<file path="src/rtl/uart_preload_ctrl.sv">
// -----------------------------------------------------------------------------
// uart_preload_ctrl
//
// Frame parser and sequencer that sits between the UART byte receiver and the
// PE preload buffer. It takes the receiver's one-cycle byte strobe and parses
// frames of the form
//     SYNC | ADDR | LEN | LEN*4 data bytes (little-endian per word) | [CSUM]
// It packs the data bytes into 32-bit words, writes them to the buffer, and
// then reports either frame_done or frame_err to the PE/NICE side.
//
// Optional feature:
//     UART_PRELOAD_CSUM_EN. When defined, a trailing checksum byte must match
//     the running XOR of ADDR, LEN and all data bytes.
//
// Parameters:
//     ADDR_W       buffer word-address width (1..8), DEPTH = 2**ADDR_W
//     TIMEOUT_CYC  max idle cycles between bytes inside a frame
//     SYNC_BYTE    frame start marker
//
// Ports:
//     clk          clock, rising edge
//     rst_n        asynchronous active-low reset
//     rx_valid     one-cycle strobe, rx_data holds a new byte
//     rx_data      received byte
//     pe_busy      PE owns the buffer; new frames are refused (sampled in IDLE)
//     buf_wr_en    buffer write strobe, one cycle
//     buf_wr_addr  buffer word address
//     buf_wr_data  buffer word
//     frame_done   one-cycle pulse, frame accepted
//     frame_err    one-cycle pulse, frame aborted
//     err_code     01 timeout, 10 bad LEN/range, 11 checksum; held until next error
//     busy         high whenever the parser is not in IDLE
// -----------------------------------------------------------------------------
module uart_preload_ctrl #(
    parameter int          ADDR_W      = 6,
    parameter int          TIMEOUT_CYC = 1000,
    parameter logic [7:0]  SYNC_BYTE   = 8'hA5
) (
    input  logic              clk,
    input  logic              rst_n,
    input  logic              rx_valid,
    input  logic [7:0]        rx_data,
    input  logic              pe_busy,
    output logic              buf_wr_en,
    output logic [ADDR_W-1:0] buf_wr_addr,
    output logic [31:0]       buf_wr_data,
    output logic              frame_done,
    output logic              frame_err,
    output logic [1:0]        err_code,
    output logic              busy
);

    localparam int DEPTH = 1 << ADDR_W;
    localparam int TW    = $clog2(TIMEOUT_CYC + 1);

    localparam logic [1:0] ERR_TIMEOUT = 2'b01;
    localparam logic [1:0] ERR_RANGE   = 2'b10;
    localparam logic [1:0] ERR_CSUM    = 2'b11;

    typedef enum logic [2:0] {
        S_IDLE,
        S_ADDR,
        S_LEN,
        S_DATA,
        S_CSUM,
        S_DONE
    } state_t;

    state_t state, state_nxt;

    logic [ADDR_W-1:0] base;
    logic [7:0]        len;
    logic [7:0]        word_idx;
    logic [1:0]        byte_idx;
    logic [23:0]       shift;
    logic [TW-1:0]     tcnt;

    logic              timeout_hit;
    logic              len_bad;
    logic              last_byte;
    logic              last_word;
    logic [9:0]        span;
    logic              csum_ok;

    logic              done_set;
    logic              err_set;
    logic [1:0]        err_val;
    logic              wr_set;

`ifdef UART_PRELOAD_CSUM_EN
    logic [7:0]        csum_acc;
`endif

    // The DONE state is a one-cycle bookkeeping state, so the timer is
    // ignored there; any byte arriving in the same cycle as the timeout
    // expiry wins and keeps the frame alive.
    assign timeout_hit = (state != S_IDLE) && (state != S_DONE) && !rx_valid &&
                         (tcnt == TW'(TIMEOUT_CYC - 1));

    // Span is computed wide enough that base+LEN cannot overflow before the
    // comparison against DEPTH; equality with DEPTH is legal (no wrap needed).
    assign span      = 10'(base) + 10'(rx_data);
    assign len_bad   = (rx_data == 8'd0) || (span > 10'(DEPTH));
    assign last_byte = (byte_idx == 2'd3);
    assign last_word = (word_idx == (len - 8'd1));

`ifdef UART_PRELOAD_CSUM_EN
    assign csum_ok = (rx_data == csum_acc);
`else
    assign csum_ok = 1'b1;
`endif

    assign busy = (state != S_IDLE);

    // State register.
    always_ff @(posedge clk or negedge rst_n) begin
        if (!rst_n) begin
            state <= S_IDLE;
        end else begin
            state <= state_nxt;
        end
    end

    // Next-state logic. A timeout aborts from any in-frame state; otherwise
    // the parser advances only on a received byte.
    always_comb begin
        state_nxt = state;
        case (state)
            S_IDLE: begin
                if (rx_valid && (rx_data == SYNC_BYTE) && !pe_busy) begin
                    state_nxt = S_ADDR;
                end
            end
            S_ADDR: begin
                if (rx_valid) begin
                    state_nxt = S_LEN;
                end else if (timeout_hit) begin
                    state_nxt = S_IDLE;
                end
            end
            S_LEN: begin
                if (rx_valid) begin
                    state_nxt = len_bad ? S_IDLE : S_DATA;
                end else if (timeout_hit) begin
                    state_nxt = S_IDLE;
                end
            end
            S_DATA: begin
                if (rx_valid) begin
                    if (last_byte && last_word) begin
`ifdef UART_PRELOAD_CSUM_EN
                        state_nxt = S_CSUM;
`else
                        state_nxt = S_DONE;
`endif
                    end
                end else if (timeout_hit) begin
                    state_nxt = S_IDLE;
                end
            end
            S_CSUM: begin
                if (rx_valid) begin
                    state_nxt = csum_ok ? S_DONE : S_IDLE;
                end else if (timeout_hit) begin
                    state_nxt = S_IDLE;
                end
            end
            S_DONE: begin
                state_nxt = S_IDLE;
            end
            default: begin
                state_nxt = S_IDLE;
            end
        endcase
    end

    // Output decode. These are the values the registered outputs take on
    // the next edge, so every pulse appears one cycle after its cause and
    // the parser is already back in IDLE while frame_done/frame_err is high.
    always_comb begin
        done_set = 1'b0;
        err_set  = 1'b0;
        err_val  = ERR_TIMEOUT;
        wr_set   = 1'b0;
        if (timeout_hit) begin
            err_set = 1'b1;
            err_val = ERR_TIMEOUT;
        end else begin
            case (state)
                S_LEN: begin
                    if (rx_valid && len_bad) begin
                        err_set = 1'b1;
                        err_val = ERR_RANGE;
                    end
                end
                S_DATA: begin
                    wr_set = rx_valid && last_byte;
                end
                S_CSUM: begin
                    if (rx_valid && !csum_ok) begin
                        err_set = 1'b1;
                        err_val = ERR_CSUM;
                    end
                end
                S_DONE: begin
                    done_set = 1'b1;
                end
                default: begin
                end
            endcase
        end
    end

    // Datapath: frame fields, byte assembly, buffer write port, pulses and
    // the inter-byte timer. The timer is held at zero in IDLE and restarts
    // on every byte.
    always_ff @(posedge clk or negedge rst_n) begin
        if (!rst_n) begin
            base        <= '0;
            len         <= '0;
            word_idx    <= '0;
            byte_idx    <= '0;
            shift       <= '0;
            tcnt        <= '0;
            buf_wr_en   <= 1'b0;
            buf_wr_addr <= '0;
            buf_wr_data <= '0;
            frame_done  <= 1'b0;
            frame_err   <= 1'b0;
            err_code    <= '0;
        end else begin
            buf_wr_en  <= wr_set;
            frame_done <= done_set;
            frame_err  <= err_set;
            if (err_set) begin
                err_code <= err_val;
            end

            if ((state == S_IDLE) || rx_valid) begin
                tcnt <= '0;
            end else begin
                tcnt <= tcnt + TW'(1);
            end

            if (rx_valid) begin
                case (state)
                    S_ADDR: begin
                        base <= rx_data[ADDR_W-1:0];
                    end
                    S_LEN: begin
                        len      <= rx_data;
                        word_idx <= '0;
                        byte_idx <= '0;
                    end
                    S_DATA: begin
                        shift    <= {rx_data, shift[23:8]};
                        byte_idx <= byte_idx + 2'd1;
                        if (last_byte) begin
                            buf_wr_addr <= base + word_idx[ADDR_W-1:0];
                            buf_wr_data <= {rx_data, shift};
                            word_idx    <= word_idx + 8'd1;
                        end
                    end
                    default: begin
                    end
                endcase
            end
        end
    end

`ifdef UART_PRELOAD_CSUM_EN
    // Running XOR starts with the ADDR byte and folds in LEN and every data
    // byte; the checksum byte itself is compared, not accumulated.
    always_ff @(posedge clk or negedge rst_n) begin
        if (!rst_n) begin
            csum_acc <= '0;
        end else if (rx_valid) begin
            case (state)
                S_ADDR:       csum_acc <= rx_data;
                S_LEN, S_DATA: csum_acc <= csum_acc ^ rx_data;
                default:      csum_acc <= csum_acc;
            endcase
        end
    end
`endif

endmodule
</file>
<file path="config.mk">
export PLATFORM = sky130hd
export DESIGN_NAME = uart_preload_ctrl
export DESIGN_NICKNAME = d
export VERILOG_FILES = /design/src/rtl/uart_preload_ctrl.sv
export SDC_FILE = /design/constraint.sdc
export NUM_CORES = 1
export LEC_CHECK = 0
export ABC_AREA = 1
export BUFFER_PORTS_ARGS = -buffer_cell sky130_fd_sc_hd__buf_4
export CORE_ASPECT_RATIO = 1.25
export CORE_UTILIZATION = 50
export DETAILED_ROUTE_END_ITERATION = 7
export HOLD_SLACK_MARGIN = 0.15
export MAX_ROUTING_LAYER = met4
export PLACE_DENSITY = 0.74
export REMOVE_ABC_BUFFERS = 1
export SLEW_MARGIN = 20
export SYNTH_ARGS = -nofsm -noshare
export SYNTH_HDL_FRONTEND = slang
export SYNTH_SLANG_ARGS = --single-unit
</file>
<file path="constraint.sdc">
create_clock -name clk -period 3.2 [get_ports clk]
set_input_delay 0.16 -clock clk [delete_from_list [all_inputs] [get_ports clk]]
set_output_delay 0.16 -clock clk [all_outputs]
set_load 0.02 [all_outputs]
</file>
* Word-level counts from Yosys, hierarchy flattened
Cells that the tools add are included.
Cells by class: order comparisons 1, equality and inequality tests 13, reduce and logical (&&, ||, !) cells 23, $add $sub $neg 6, mux-type cells 23
Operator list (number):
- 3-bit two-way mux | 7
- 8-bit case mux with 2 select lines | 1
- 3-bit case mux with 5 select lines | 1
- 10-bit by 1-bit adder with 10-bit output, second input constant | 1
- 10-bit equality test, second input constant | 1
- 10-bit two-way mux | 1
- 2-bit AND reduction | 5
- 6-bit by 8-bit adder with 9-bit output | 1
- 9-bit by 7-bit greater-than comparator with 1-bit output, second input constant | 1
- 8-bit by 1-bit adder with 8-bit output, second input constant | 1
- 8-bit equality test | 1
- 8-bit equality test, second input constant | 1
- 1-bit logical AND | 8
- 8-bit logical NOT | 1
- 2-bit two-way mux | 4
- 8-bit two-way mux | 1
- 8-bit by 1-bit subtractor with 8-bit output, second input constant | 1
- 1-bit two-way mux | 7
- 6-bit adder | 1
- 3-bit by 2-bit equality test with 1-bit output, second input constant | 2
- 3-bit equality test, second input constant | 2
- 3-bit inequality test, second input constant | 2
- 3-bit AND reduction | 2
- 2-bit inequality test, second input constant | 2
- other kinds (9) | 11
Word-level totals: output and inout port bits 44, logic and storage cells 79, register bits after elaboration 104, bits of input ports 12

* Depth between registers and ports, before layout
Gate-level depths: netlist of run 1.
word-level depth 7, gate-level depth with buffers 15, gate-level depth less buffers 15

* Worst setup path before layout of run 1
No wires, ideal clock.
path kind register to register, from register base[0], to register state[1], period minus slack after synthesis 1.947 ns, path buffers 0, data arrival time 1.881 ns, cell stages (with the launch flop) 13, required time 3.135 ns, setup time 0.065 ns, slack 1.253 ns, cell sequence dfrtp_1 -> ha_1 -> fa_1 -> or2_2 -> nor2_1 -> nand2_1 -> nor2_1 -> nand2_1 -> nand2_1 -> nand3_1 -> nand2_1 -> nand3_1 -> nand2_1
Between the ends: word-level cells in the longest chain between the ends 6
Ends and longest elaborated chain:
- from (decl) | line 71 | logic [ADDR_W-1:0] base;
- from (signal assigned) | line 248 | base <= rx_data[ADDR_W-1:0];
- 6-bit by 8-bit adder with 9-bit output | line 102 | assign span = 10'(base) + 10'(rx_data);
- 9-bit by 7-bit greater-than comparator with 1-bit output | line 103 | assign len_bad = (rx_data == 8'd0) || (span > 10'(DEPTH));
- 1-bit logical OR | line 103
- 2-bit two-way mux | line 143 | state_nxt = len_bad ? S_IDLE : S_DATA;
- 3-bit two-way mux | line 142 | if (rx_valid) begin
- 3-bit case mux with 5 select lines | line 128 | case (state)
- to (signal assigned) | line 120 | state <= state_nxt;
- to (decl) | line 69 | state_t state, state_nxt;
Every way passes these cells. A chain may end at the register's enable or synchronous reset.

* Final worst setup path of run 1
from input port rx_data[0], to register state[1]
Between the ends: word-level cells in the longest chain between the ends 6, elaborated cells on any way between the ends 12, classes of those cells 1 x add/sub; 1 x order compare; 2 x eq/ne; 3 x mux; 5 x reduce/logical
Ends and longest elaborated chain:
- from (decl) | line 42 | input logic [7:0] rx_data,
- 6-bit by 8-bit adder with 9-bit output | line 102
- 9-bit by 7-bit greater-than comparator with 1-bit output | line 103
- 1-bit logical OR | line 103
- 2-bit two-way mux | line 143
- 3-bit two-way mux | line 142
- 3-bit case mux with 5 select lines | line 128
Parallel ways exist; a longest one is shown, timed or not.

==> results by group, run 1 <==
Status
  • Result of the run: complete, no violations

Clock network
  • Number of instances resized during post-cts repair: 0
  • Clock-pin slew on the worst setup and hold paths: 0.07 ns
  • Clock Tree Buf Depth: 2
  • Clk sink count: 104
  • Number of buffers created by CTS: 9
  • Hold buffers post-CTS: 9
  • Deepest level of the CTS H-tree: 3
  • CTS tree: built
  • Worst-skew pair later-pin latency: around 0.35 ns
  • Root cell of the clock tree: sky130_fd_sc_hd__clkbuf_16
  • Post-CTS setup buffer count: 0

Place
  • Number of port buffers: 55
  • Routability-driven placement congestion ratio: approximately 0.84
  • Dpl hpwl: 8050 µm
  • Placement Setup Slack: approximately 1.0 ns

Synthesis
  • Number of different library cells in the post-synthesis netlist: 37
  • Multiplexer fraction of the synthesized cell area: 0%
  • Number of warnings reported in the yosys synthesis log: 0
  • Mean instance size in the synthesized netlist: approximately 8.3 µm²
  • Sequential cell area fraction in the yosys report: around half
  • Dominant combinational cell family by area after synthesis: simple AND/OR/NAND/NOR gates
  • Parity-gate share of the synthesized area counting xor and xnor cells: 1.57%
  • Share of synthesized registers carrying an async set or reset: 100%
  • EDFF count, synth: 0
  • Netlist Area Pre-Place: 0.00501 mm²
  • Simple-gate area share of the yosys netlist: between 20% and 30%
  • Share of the synthesized area in compound gates (AO/OA/AOI/OAI): between 10% and 20%
  • Gate Count Post-Synth: around 600
  • Fraction of the mapped netlist area in adder cells: between 4 and 5%
  • Register bit total from synthesis: around 100
  • Most used flip-flop cell after synthesis: sky130_fd_sc_hd__dfrtp_1

Timing
  • Setup repair after global routing missed its margin: false
  • Setup violation total in the final timing report: 0
  • Transition at the pin with the smallest max-transition slack: approximately 0.8 ns
  • Worst slew margin relative to its limit: a little under half
  • Summed negative setup slack over all endpoints: 0 ns
  • Final worst hold slack: approximately 0.17 ns
  • Final Hold Violating Endpoints: 0
  • Final critical-path required period: between 2 and 2.5 ns
  • Final period util: between 70% and 80%
  • Worst setup margin: approximately 0.86 ns
  • Max frequency: 427 MHz
  • Largest clock skew in the final design: approximately 0.01 ns
  • Final Slew Violations: 0

Route
  • Final antenna-violating net count: 0
  • WL per Instance: approximately 14 µm
  • Post-route DRC: 0
  • Pre-antenna DRT Iters: 4
  • Number of vias after detailed routing: 4,114
  • DR vias/cell: between 5 and 6
  • Post-Route WL: approximately 11,000 µm
  • Number of DRC violations after detailed-routing iteration 0: ~280

Final layout
  • Number of fillers in the final layout: between 800 and 900
  • Antenna cells: 0
  • Multi-input gate area: 0.00205 mm²
  • Fraction of final layout cells with drive strength greater than 1: around 14%
  • Number of nets in the finished design: 700
  • Area growth from synthesis to layout: 18.1%
  • Storage element area: 0.00260 mm²

GRT
  • Residual overflow from global routing: 0
  • Tot GR Track Use: a little under a quarter
  • Largest net degree at the start of global routing: between 60 and 70
  • Number of antenna violations at the first check in global routing: 0
  • Via count of the first global-routing pass: between 4,000 and 5,000
  • Global-route wire length before repair: about 19,000 µm

Setup path
  • Kind of cell adding the most delay to the critical path: simple AND/OR/NAND/NOR gates
  • Most repeated library cell on the critical path: sky130_fd_sc_hd__nand2_1
  • CP Class: input port to flop
  • Data arrival at the endpoint of the critical path: 2.62 ns
  • Critical path's slowest cell: sky130_fd_sc_hd__dlygate4sd3_1
  • Critical Path RT: 3.48 ns
  • Endpoint class of the critical path: flop
  • R2r worst-path depth: 12
  • Crit path capture: state[1]
  • Peak fanout along the critical path: 4
  • Cell breakdown of the critical path: dlygate4sd3_1, buf_4, ha_1, fa_1, or2_2, nor2_1, nand2_1, nor2_1, nand2_1, nand2_1, nand3_1, nand2_1, nand3_1, nand2_1
  • Maximum single-stage delay on the critical path: about 0.54 ns
  • Reg2reg end: state[1]
  • Startpoint of the lowest-slack register-to-register path: base[0]
  • R2R setup slack: approximately 0.97 ns
  • Critical Path Source Type: input port
  • Startpoint of the worst setup timing path: rx_data[0]
  • Number of gates on the worst path with buffers counted: 14
  • Buffers & Inverters on Critical Path: 2

Min path
  • Class of the worst hold path: input port to flop
  • Hold Crit Start: rx_valid

Floorplan
  • Area enclosed by the die boundary: 0.0104 mm²
  • Die width: about 92 µm
  • IO Pins: 56
  • Count of standard-cell rows: 40
  • Core Box Area: 0.00966 mm²
  • Die Height: 114 µm
  • Initial Util: about half

Run
  • Count of maximum capacitance violations: 0

Power
  • Leakage power: between 3 and 4 nW
  • Worst voltage drop across the vdd grid: 0.316 mV
  • Power density normalized to cell area: 499 mW/mm²
  • Final total power: ~2.9 mW
-- where the power goes --
group / switching, mW / leakage [nW] / internal [mW]
Sequential: 0.0562 / 1.36 / 1.37
Combinational: 0.300 / 1.69 / 0.189
Clock: 0.501 / 0.128 / 0.537
-- state kept, by name (all words and copies together) (netlist names), 3 cells and up --
name	count
shift	24
buf_wr_addr	6
state	3
buf_wr_data	32
len	8
base	6
tcnt	10
word_idx	8
-- per-stage QoR --
stage,utilization [%],area (µm²),cells
2_1_floorplan,-,4950,592
3_3_place_gp,57.4,5550,777
3_5_place_dp,57.4,5550,777
4_1_cts,61.2,5920,801
5_1_grt,61.2,5920,801
6_report,61.2,5920,801
-- metal layers --
metal	wire [µm]	global-route usage [%]	up-vias
met5	0	-	-
li1	-	-	2055
met1	5020	29.0	1932
met2	5570	40.3	101
met3	395	3.33	26
met4	264	10.4	0
-- how the worst min path moves through the flow --
stage | slack, ns | depth (start not counted) | to
6_report | 0.17 | 3 | state[2]
5_1_grt | 0.17 | 3 | state[2]
4_1_cts | 0.17 | 3 | state[2]
3_5_place_dp | 0.31 | 1 | buf_wr_data[2]
3_3_place_gp | 0.29 | 1 | buf_wr_data[2]
2_1_floorplan | -0.14 | 0 | base[0]
-- cells in the mapped netlist, drive strengths merged, types with 5 or more instances --
cell type / number / area (µm²)
a21oi: 19 / 95.1
buf: 6 / 28.8
clkbuf: 9 / 33.8
dfrtp: 104 / 2600
ha: 15 / 188
inv: 78 / 293
nand2: 190 / 738
nand3: 26 / 135
nor2: 42 / 191
nor3: 9 / 45.0
o21ai: 76 / 380
or2: 5 / 31.3
xor2: 6 / 52.6
-- logic make-up after synthesis --
kind of cell	Yosys count
AOI/OAI and AO/OA	104
buffers and inverters	93
adders and majority gates	17
xor gates and xnor gates	9
and+or+nand+nor	280
DFF	104
-- cell type report --
type / instances / share of cell area (%)
repair buffers: 68 / 9.01
clock inverters: 6 / 0.909
flip-flops and latches: 104 / 44.0
well taps: 126 / 2.66
inverters: 78 / 4.95
clock buffers: 9 / 3.81
multi-input cells: 410 / 34.7
-- worst reg2reg max path, stage by stage (launching register included) --
cell	delay, ns
sky130_fd_sc_hd__dfrtp_1	0.40
sky130_fd_sc_hd__ha_1	0.22
sky130_fd_sc_hd__fa_1	0.44
sky130_fd_sc_hd__or2_2	0.30
sky130_fd_sc_hd__nor2_1	0.11
sky130_fd_sc_hd__nand2_1	0.07
sky130_fd_sc_hd__nor2_1	0.11
sky130_fd_sc_hd__nand2_1	0.06
sky130_fd_sc_hd__nand2_1	0.10
sky130_fd_sc_hd__nand3_1	0.12
sky130_fd_sc_hd__nand2_1	0.08
sky130_fd_sc_hd__nand3_1	0.08
sky130_fd_sc_hd__nand2_1	0.07
-- cells in the final DEF, fill, tap and decap left out, types with 3 or more instances in the layout --
master	n
sky130_fd_sc_hd__xnor2_1	3
sky130_fd_sc_hd__buf_4	59
sky130_fd_sc_hd__clkbuf_16	9
sky130_fd_sc_hd__dfrtp_1	104
sky130_fd_sc_hd__nand2_2	4
sky130_fd_sc_hd__or2_2	4
sky130_fd_sc_hd__nand2_1	184
sky130_fd_sc_hd__a31oi_1	3
sky130_fd_sc_hd__xor2_1	6
sky130_fd_sc_hd__a21oi_1	19
sky130_fd_sc_hd__dlygate4sd3_1	9
sky130_fd_sc_hd__nand3_1	25
sky130_fd_sc_hd__nor2_1	38
sky130_fd_sc_hd__nor3_1	9
sky130_fd_sc_hd__o21ai_0	73
sky130_fd_sc_hd__inv_2	4
sky130_fd_sc_hd__ha_1	15
sky130_fd_sc_hd__clkinvlp_4	3
sky130_fd_sc_hd__inv_1	74
sky130_fd_sc_hd__o21ai_1	3
No activity file was read; power rests on OpenSTA's default activity.
==> inputs of run 2 (changes only) <==
Settings changed: PLACE_DENSITY 0.74 to 0.77.
Clock period 3.2 ns to 2.15 ns, I/O delays scaled along.
==> results by group, run 2 (same netlist as run 1, synthesis figures left out) <==
Status
  • Result of the run: complete, no violations (unchanged)

Timing
  • Setup repair after global routing missed its margin: false (unchanged)
  • Setup violation total in the final timing report: 0 (unchanged)
  • Worst setup margin: 0.132 ns (was 0.857 ns)
  • Largest clock skew in the final design: 0.00622 ns (was 0.00998 ns)
  • Final critical-path required period: about 2.0 ns
  • Final period util: between 90 and 100%
  • Summed negative setup slack over all endpoints: 0 ns (unchanged)
  • Final Hold Violating Endpoints: 0 (unchanged)
  • Max frequency: 495 MHz
  • Worst slew margin relative to its limit: 60.4% (was 46.8%)
  • Transition at the pin with the smallest max-transition slack: 0.594 ns (was 0.799 ns)
  • Final worst hold slack: 0.227 ns (was 0.168 ns)
  • Final Slew Violations: 0 (unchanged)

Final layout
  • Number of fillers in the final layout: 835 (was 834)
  • Antenna cells: 0 (unchanged)
  • Storage element area: 0.00260 mm² (unchanged)
  • Largest registers: buf_wr_data (32), shift (24), tcnt (10) (unchanged)
  • Multi-input gate area: 0.00208 mm² (was 0.00205 mm²)
  • Fin area: 0.00597 mm² (was 0.00592 mm²)
  • Number of nets in the finished design: 703 (was 700)
  • Non-filler instance count after layout: 804 (was 801)
  • Most used cells in the layout excluding fill and tap cells: sky130_fd_sc_hd__nand2_1 (182), sky130_fd_sc_hd__dfrtp_1 (104), sky130_fd_sc_hd__inv_1 (73), sky130_fd_sc_hd__o21ai_0 (73), sky130_fd_sc_hd__buf_4 (59) (was sky130_fd_sc_hd__nand2_1 (184), sky130_fd_sc_hd__dfrtp_1 (104), sky130_fd_sc_hd__inv_1 (74))
  • Register name with the most flops: buf_wr_data (unchanged)
  • Fraction of final layout cells with drive strength greater than 1: 15.2% (was 14.1%)
  • End-of-flow core utilization: 61.9% (was 61.2%)
  • Max reg flops: 32 (unchanged)
  • Area growth from synthesis to layout: 19.3% (was 18.1%)
  • Most common cell after layout, fill and taps aside: sky130_fd_sc_hd__nand2_1 (unchanged)

Floorplan
  • Area enclosed by the die boundary: 0.0104 mm² (unchanged)
  • Initial Util: 51.9% (unchanged)
  • Die Height: 114 µm (unchanged)
  • IO Pins: 56 (unchanged)
  • Die width: 91.5 µm (unchanged)
  • Core Box Area: 0.00966 mm² (unchanged)
  • Count of standard-cell rows: 40 (unchanged)

Setup path
  • Crit path capture: state[1] (unchanged)
  • Critical Path Source Type: input port (unchanged)
  • Endpoint class of the critical path: flop (unchanged)
  • Startpoint of the lowest-slack register-to-register path: base[0] (unchanged)
  • Startpoint of the worst setup timing path: rx_data[2] (was rx_data[0])
  • R2r worst-path depth: 12 (unchanged)
  • CP Class: input port to flop (unchanged)
  • Reg2reg end: state[1] (unchanged)
  • Data arrival at the endpoint of the critical path: 2.31 ns (was 2.62 ns)
  • R2R setup slack: 0.14 ns (was 0.97 ns)
  • Peak fanout along the critical path: 4 (unchanged)
  • Critical Path RT: 2.44 ns (was 3.48 ns)

GRT
  • Tot GR Track Use: 23.6% (was 24.0%)
  • Most used routing layer: met2 (unchanged)
  • Number of antenna violations at the first check in global routing: 0 (unchanged)
  • Largest net degree at the start of global routing: 60 (was 66)
  • Residual overflow from global routing: 0 (unchanged)
  • Met3 track utilization from global routing: 4.13% (was 3.33%)
  • Met2 Track Usage GR: 38.1% (was 40.3%)
  • Met1 GRT Util: 29.2% (was 29.0%)
  • Global-route wire length before repair: 18,600 µm (was 19,100 µm)
  • Via count of the first global-routing pass: 3,926 (was 4,138)

Power
  • Worst voltage drop across the vdd grid: 0.469 mV (was 0.316 mV)
  • Leakage power: 3.20 nW (was 3.18 nW)
  • Power density normalized to cell area: 730 mW/mm² (was 499 mW/mm²)
  • Final total power: 4.36 mW (was 2.95 mW)

Clock network
  • Worst-skew pair later-pin latency: 0.35 ns (about the same)
  • CTS tree: built (unchanged)
  • Number of buffers created by CTS: 9 (unchanged)
  • Clk sink count: 104 (unchanged)
  • Clock-pin slew on the worst setup and hold paths: 0.07 ns (about the same)
  • Deepest level of the CTS H-tree: 3 (unchanged)
  • Clock Tree Buf Depth: 2 (unchanged)
  • Root cell of the clock tree: sky130_fd_sc_hd__clkbuf_16 (unchanged)

Run
  • Count of maximum capacitance violations: 0 (unchanged)

Place
  • Number of port buffers: 55 (unchanged)
  • Routability-driven placement congestion ratio: 0.925 (was 0.842)
  • Cell area after placement: 0.00558 mm² (was 0.00555 mm²)
  • Placement Setup Slack: 0.00536 ns (was 1.04 ns)
  • Placed instance count: 778 (was 777)
  • Dpl hpwl: 7820 µm (was 8050 µm)

Route
  • Final antenna-violating net count: 0 (unchanged)
  • Post-Route WL: 10,900 µm (was 11,200 µm)
  • Number of vias after detailed routing: 4,110 (was 4,114)
  • Pre-antenna DRT Iters: 4 (unchanged)
  • WL per Instance: 13.6 µm (was 14.0 µm)
  • Post-route DRC: 0 (unchanged)
  • Number of DRC violations after detailed-routing iteration 0: 208 (was 279)
  • DR vias/cell: 5.11 (was 5.14)

Min path
  • Class of the worst hold path: input port to flop (unchanged)
-- run 2: power by group --
group          switching, mW  internal (mW)  total (mW)
Clock                  0.693          0.778        1.47
Combinational          0.465          0.317       0.782
Sequential            0.0721           2.04        2.11
-- run 2: how the worst min path moves through the flow --
stage / start / slack (ns) / endpoint / depth (start not counted)
after CTS: pe_busy / 0.22 / state[2] / 5
after detailed placement: rst_n / 0.15 / buf_wr_data[2] / 1
after global routing: pe_busy / 0.26 / state[2] / 5
after global placement: rst_n / 0.15 / buf_wr_data[2] / 1
after floorplan: rst_n / -0.19 / base[0] / 0
final: pe_busy / 0.23 / state[2] / 5
-- run 2: final cells by class --
type	instances	area share (%)
multi-input combinational	410	34.7
inverter	78	4.90
sequential	104	43.6
timing repair buffer	71	9.76
tap	126	2.64
clock inverter	5	0.565
clock buffer	10	3.83
-- run 2: metal layers --
metal	vias to the layer above	share of wire, %
met1	1934	45
met2	87	49
li1	2062	-
met3	27	4.3
met5	-	0
met4	0	2.5
-- run 2: what timing repair did --
| action | 4_1_cts | 5_1_grt |
|---|---|---|
| buffers inserted | 1 | 0 |
| endpoints found under the setup margin | 2 | 5 |
| hold buffers | 10 | 0 |
| resized for setup | 0 | 9 |
| pin swaps | 0 | 8 |
| endpoints found under the hold margin | 62 | 0 |
-- run 2: critical path, stage by stage --
cell	delay (ns)
sky130_fd_sc_hd__dlygate4sd3_1	0.53
sky130_fd_sc_hd__buf_4	0.16
sky130_fd_sc_hd__ha_1	0.34
sky130_fd_sc_hd__or2_2	0.33
sky130_fd_sc_hd__nand3_1	0.10
sky130_fd_sc_hd__nand2_1	0.08
sky130_fd_sc_hd__nand2_1	0.07
sky130_fd_sc_hd__nand2_1	0.04
sky130_fd_sc_hd__a21oi_1	0.20
sky130_fd_sc_hd__nand3_2	0.11
sky130_fd_sc_hd__nand2_2	0.08
sky130_fd_sc_hd__nand3_1	0.07
sky130_fd_sc_hd__nand2_1	0.07
